<file path="config.mk">
export PLATFORM = sky130hd
export DESIGN_NAME = pong_match_ctrl
export DESIGN_NICKNAME = d
export VERILOG_FILES = /design/src/rtl/pong_match_ctrl.sv
export SDC_FILE = /design/constraint.sdc
export NUM_CORES = 1
export LEC_CHECK = 0
export ABC_AREA = 0
export BUFFER_PORTS_ARGS = -buffer_cell sky130_fd_sc_hd__buf_2
export CAP_MARGIN = 10
export CELL_PAD_IN_SITES_DETAIL_PLACEMENT = 1
export CELL_PAD_IN_SITES_GLOBAL_PLACEMENT = 2
export CORE_MARGIN = 4
export CORE_UTILIZATION = 37
export DETAILED_ROUTE_END_ITERATION = 8
export PLACE_DENSITY_LB_ADDON = 0.1
export SETUP_SLACK_MARGIN = 0.5
export SLEW_MARGIN = 30
export SYNTH_ARGS = -nofsm -noshare
export SYNTH_HDL_FRONTEND = slang
export SYNTH_SLANG_ARGS = --single-unit
</file>
<file path="constraint.sdc">
create_clock -name clk -period 4.4 [get_ports clk]
set_clock_uncertainty 0.1 [all_clocks]
set_input_delay 0.88 -clock clk [delete_from_list [all_inputs] [get_ports clk]]
set_output_delay 0.88 -clock clk [all_outputs]
set_load 0.005 [all_outputs]
</file>
<file path="src/rtl/pong_match_ctrl.sv">
// Pong match sequencer: game FSM, score registers, serve/point timers.
// Gates ball motion and declares the winner at WIN_SCORE.
module pong_match_ctrl #(
  parameter int WIN_SCORE    = 9,
  parameter int SERVE_FRAMES = 60,
  parameter int POINT_FRAMES = 90
) (
  input  logic       clk,
  input  logic       reset,
  input  logic       start,
  input  logic       start_ball,
  input  logic       frame_tick,
  input  logic       score1,
  input  logic       score2,
  output logic       ball_run,
  output logic       ball_home,
  output logic       serve_dir,
  output logic [3:0] p1_score,
  output logic [3:0] p2_score,
  output logic [1:0] winner,
  output logic [2:0] state_o
);

  typedef enum logic [2:0] {
    S_IDLE  = 3'd0,
    S_ARMED = 3'd1,
    S_SERVE = 3'd2,
    S_PLAY  = 3'd3,
    S_POINT = 3'd4,
    S_OVER  = 3'd5
  } state_t;

  localparam logic [3:0] LP_WIN   = 4'(WIN_SCORE);
  localparam logic [7:0] LP_SERVE = 8'(SERVE_FRAMES);
  localparam logic [7:0] LP_POINT = 8'(POINT_FRAMES);

  state_t     r_state;
  state_t     w_state_nx;
  logic [7:0] r_cnt;
  logic [7:0] w_cnt_nx;
  logic [3:0] r_p1;
  logic [3:0] r_p2;
  logic [3:0] w_p1_nx;
  logic [3:0] w_p2_nx;
  logic [3:0] w_p1_inc;
  logic [3:0] w_p2_inc;
  logic [1:0] r_win;
  logic [1:0] w_win_nx;
  logic       r_dir;
  logic       w_dir_nx;
  logic       r_run;
  logic       r_home;

  logic       r_st_cur;
  logic       r_st_prev;
  logic       r_st_rise;
  logic       r_sb_cur;
  logic       r_sb_prev;
  logic       r_sb_rise;
  logic       w_st_rise;
  logic       w_sb_rise;

  assign w_st_rise = r_st_cur & ~r_st_prev;
  assign w_sb_rise = r_sb_cur & ~r_sb_prev;
  assign w_p1_inc  = r_p1 + 4'd1;
  assign w_p2_inc  = r_p2 + 4'd1;

  // Sample the button levels and register their rising edges.
  always_ff @(posedge clk) begin
    if (reset) begin
      r_st_cur  <= 1'b0;
      r_st_prev <= 1'b0;
      r_st_rise <= 1'b0;
      r_sb_cur  <= 1'b0;
      r_sb_prev <= 1'b0;
      r_sb_rise <= 1'b0;
    end else begin
      r_st_cur  <= start;
      r_st_prev <= r_st_cur;
      r_st_rise <= w_st_rise;
      r_sb_cur  <= start_ball;
      r_sb_prev <= r_sb_cur;
      r_sb_rise <= w_sb_rise;
    end
  end

  // Next-state, timer and score update for the match FSM.
  always_comb begin
    w_state_nx = r_state;
    w_cnt_nx   = r_cnt;
    w_p1_nx    = r_p1;
    w_p2_nx    = r_p2;
    w_win_nx   = r_win;
    w_dir_nx   = r_dir;
    unique case (r_state)
      S_IDLE, S_OVER: begin
        if (r_st_rise) begin
          w_p1_nx    = 4'd0;
          w_p2_nx    = 4'd0;
          w_win_nx   = 2'b00;
          w_dir_nx   = 1'b0;
          w_state_nx = S_ARMED;
        end
      end
      S_ARMED: begin
        if (r_sb_rise) begin
          w_cnt_nx   = LP_SERVE;
          w_state_nx = S_SERVE;
        end
      end
      S_SERVE: begin
        if (frame_tick) begin
          w_cnt_nx = r_cnt - 8'd1;
          if (r_cnt == 8'd1) begin
            w_state_nx = S_PLAY;
          end
        end
      end
      S_PLAY: begin
        if (score1 && !score2) begin
          w_p1_nx  = w_p1_inc;
          w_dir_nx = 1'b1;
          if (w_p1_inc == LP_WIN) begin
            w_win_nx   = 2'b01;
            w_state_nx = S_OVER;
          end else begin
            w_cnt_nx   = LP_POINT;
            w_state_nx = S_POINT;
          end
        end else if (score2 && !score1) begin
          w_p2_nx  = w_p2_inc;
          w_dir_nx = 1'b0;
          if (w_p2_inc == LP_WIN) begin
            w_win_nx   = 2'b10;
            w_state_nx = S_OVER;
          end else begin
            w_cnt_nx   = LP_POINT;
            w_state_nx = S_POINT;
          end
        end
      end
      S_POINT: begin
        if (frame_tick) begin
          w_cnt_nx = r_cnt - 8'd1;
          if (r_cnt == 8'd1) begin
            w_state_nx = S_ARMED;
          end
        end
      end
      default: begin
        w_state_nx = S_IDLE;
      end
    endcase
  end

  // Register state, timer, scores and the ball gating outputs together.
  always_ff @(posedge clk) begin
    if (reset) begin
      r_state <= S_IDLE;
      r_cnt   <= 8'd0;
      r_p1    <= 4'd0;
      r_p2    <= 4'd0;
      r_win   <= 2'b00;
      r_dir   <= 1'b0;
      r_run   <= 1'b0;
      r_home  <= 1'b1;
    end else begin
      r_state <= w_state_nx;
      r_cnt   <= w_cnt_nx;
      r_p1    <= w_p1_nx;
      r_p2    <= w_p2_nx;
      r_win   <= w_win_nx;
      r_dir   <= w_dir_nx;
      r_run   <= (w_state_nx == S_PLAY);
      r_home  <= (w_state_nx != S_PLAY);
    end
  end

  assign ball_run  = r_run;
  assign ball_home = r_home;
  assign serve_dir = r_dir;
  assign p1_score  = r_p1;
  assign p2_score  = r_p2;
  assign winner    = r_win;
  assign state_o   = r_state;

endmodule

</file>
==> flow_summary.toml <==
[outcome]
outcome = "finished, final reports clean"

[logic_synthesis]
async_reset_ff_share_pct = 0
synth_edf_count = 0
post_synthesis_net_count = 224
post_synth.cell_area_avg_sq_um = 8.54
postSynthRegisterBits = 30
synth_instances = 209
synth.distinct_cells = 55
yosys_warnings = 0
primary_ff_master_synth = "sky130_fd_sc_hd__dfxtp_1"
cell_area_synth_sq_um = 1790
yosysSeqAreaShare_pct = 33.6

[detailed_routing]
starting_drc_count_in_detailed_routing = 32
drt.antenna.violating_nets = 0
dr_total_vias = 1601
drtPass1Iterations = 4
routed_vias_inst = 5.66
remaining_drc_errors = 0
overall_routed_net_length_um = 4620
routed_wirelength_normalized_by_instance_count_um = 16.3

[layout]
area_delta_synth_final_pct = 11.8
seqCellArea_sq_um = 601
most_common_library_cell_in_the_layout_ignoring_fill_and_taps = "sky130_fd_sc_hd__dfxtp_1"
drive_above_1_share_pct = 18.8
final_net_count = 243
n_fill_cell = 581
multi_input_combinational_cell_area_sq_um = 1070
antenna_cells_inserted = 0
layout.cells.most_common_list = "sky130_fd_sc_hd__dfxtp_1, sky130_fd_sc_hd__buf_2, sky130_fd_sc_hd__nor2_1, sky130_fd_sc_hd__a21oi_1, sky130_fd_sc_hd__nand2_1"

[critical_path]
crit_arrival_ns = 2.57
critical_path_required_ns = 4.44
startpoint_type = "input port"
cp-end-kind = "register"
timing.critical_path.fanout_max = 13
start_to_end_type_of_the_worst_setup_path = "in2reg"

[cts]
cts-hold-fix-buffers = 0
clockRootBuffer = "sky130_fd_sc_hd__clkbuf_8"
cts.sink_count = 30
post_cts_resize_count = 0
tritoncts.num_buffers = 5
clock_latency_ns = 0.28
count_of_buffers_added_by_post_cts_timing_repair_for_setup = 0
depth_of_the_cts_h_tree = 2
clk_pin_slew_ns = 0.06
clockBufferDepth = 2
clock_tree_from_tritoncts = "done"

[power_and_ir_drop]
internal-power_uw = 417
power_frac_comb_pct = 7.1
total_switching_power_uw = 133
power_leakage_uw = 0.000744
pwr_density_cell_nw_per_um2 = 276
p_seq_share_pct = 50.9
total_power_uw = 550
power.share.clock_pct = 41.9
power.ir.vdd_worst_uv = 205
fraction_of_power_spent_switching_nets_pct = 24.2

[worst_hold_path]
holdCritPathClass = "reg2reg"

[die]
core_sq_um = 4690
num_io_pins = 23
core.rowCount = 25
die-area_sq_um = 6000
chip_height_um = 77.5
dieWidth_um = 77.5
initial_core_util_pct = 38.1

[timing]
fin_crit_sh_pct = 57.6
accumulated_negative_setup_slack_ns = 0
tightestPinTransition_ns = 0.597
final_setup_violation_count = 0
max_clock_freq_mhz = 395
max_slew_margin_pct = 60.2
finalWorstPathRequiredPeriod_ns = 2.53
final-max-slew-violation-count = 0
report.final.hold_viol_count = 0
rsz_0062_raised_after_global_routing = "no"

[placed_design]
port_buffers = 22
globalplace.congestion = 0.785
detailedPlacementHpwl_um = 3440

[global_route]
overflow = 0
antenna_found_initial = 0
grt_max_degree = 29
all_layer_gr_usage_pct = 16.7
wire_length_of_the_first_global_routing_pass_um = 7870
grt_pass1_vias = 1613

[flow_run]
drv_cap = 0
==> registers in the layout, indices dropped and copies added (netlist names) <==
register	count
r_sb_cur	1
serve_dir	1
winner	2
r_st_cur	1
r_st_rise	1
p1_score	4
r_cnt	8
r_sb_prev	1
state_o	3
ball_home	1
r_st_prev	1
p2_score	4
ball_run	1
r_sb_rise	1
==> routing by layer <==
layer	track usage, %	wire (um)	vias to the layer above
met5	0	0	-
met4	7.47	92	0
met3	4.64	179	8
met2	27.7	2190	28
met1	20.1	2160	768
li1	-	-	797
==> kinds of logic after synthesis <==
group                      Yosys count  share of synthesized area [%]
DFF                                 30                           33.6
and+or+nand+nor                     75                           23.7
adders and majority gates            8                           5.61
AOI/OAI and AO/OA                   70                           29.8
buffers and inverters               24                           6.17
muxes                                2                           1.12
==> Yosys cell counts, drive strengths merged (4+ instances only) <==
master / number / area (sq um)
a21boi: 4 / 30.0
inv: 14 / 52.6
buf: 4 / 35.0
nor3: 5 / 25.0
nand3: 4 / 20.0
nor2b: 11 / 78.8
nand2b: 6 / 52.6
nor2: 18 / 67.6
ha: 8 / 100
nand2: 16 / 60.1
a31oi: 4 / 25.0
clkbuf: 6 / 22.5
a211oi: 4 / 30.0
a21oi: 18 / 90.1
o21ai: 7 / 50.1
a311oi: 6 / 52.6
dfxtp: 30 / 601
a21o: 6 / 52.6
==> critical path: stages <==
cell,delay [ns]
sky130_fd_sc_hd__buf_2,0.11
sky130_fd_sc_hd__inv_1,0.05
sky130_fd_sc_hd__ha_1,0.40
sky130_fd_sc_hd__and4_1,0.31
sky130_fd_sc_hd__nand4b_1,0.11
sky130_fd_sc_hd__o21a_1,0.16
sky130_fd_sc_hd__a21oi_1,0.40
sky130_fd_sc_hd__o41ai_1,0.16
==> path summary, 6_finish.rpt <==
kind | start | endpoint | slack (ns) | depth (start not counted)
worst min-delay path | r_sb_prev | r_sb_rise | 0.28 | 1
worst max register to register | state_o[0] | p2_score[3] | 2.20 | 5
worst min register to register | r_sb_prev | r_sb_rise | 0.28 | 1
worst max-delay path | score2 | r_cnt[4] | 1.87 | 8
==> area by class of cell <==
cell class	instances	area share (%)
tap	54	3.38
clock inverter	1	0.251
timing repair buffer	22	5.51
multi-input combinational	155	53.8
inverter	14	2.63
clock buffer	7	4.32
sequential	30	30.1
==> stage by stage <==
stage | std cells | utilization, % | instance area [sq um] | hold WS (ns) | setup slack, ns
2_1_floorplan | 209 | - | 1790 | 0.267 | 2.02
3_3_place_gp | 275 | 40.6 | 1910 | 0.271 | 1.67
3_5_place_dp | 275 | 40.6 | 1910 | 0.284 | 1.55
4_1_cts | 283 | 42.6 | 2000 | 0.288 | 1.85
5_1_grt | 283 | 42.6 | 2000 | 0.302 | 1.75
6_report | 283 | 42.6 | 2000 | 0.285 | 1.87
==> power groups by stage <==
| stage | sequential, uW | combinational [uW] | clock (uW) |
|---|---|---|---|
| detailed placement | 286 | 39.6 | 0 |
| global placement | 286 | 38.1 | 0 |
| floorplan | 284 | 29.6 | 0 |
| CTS | 280 | 39.7 | 242 |
| global route | 281 | 43.9 | 258 |
| finish | 280 | 39.3 | 231 |
(Power assumes the default switching activity.)
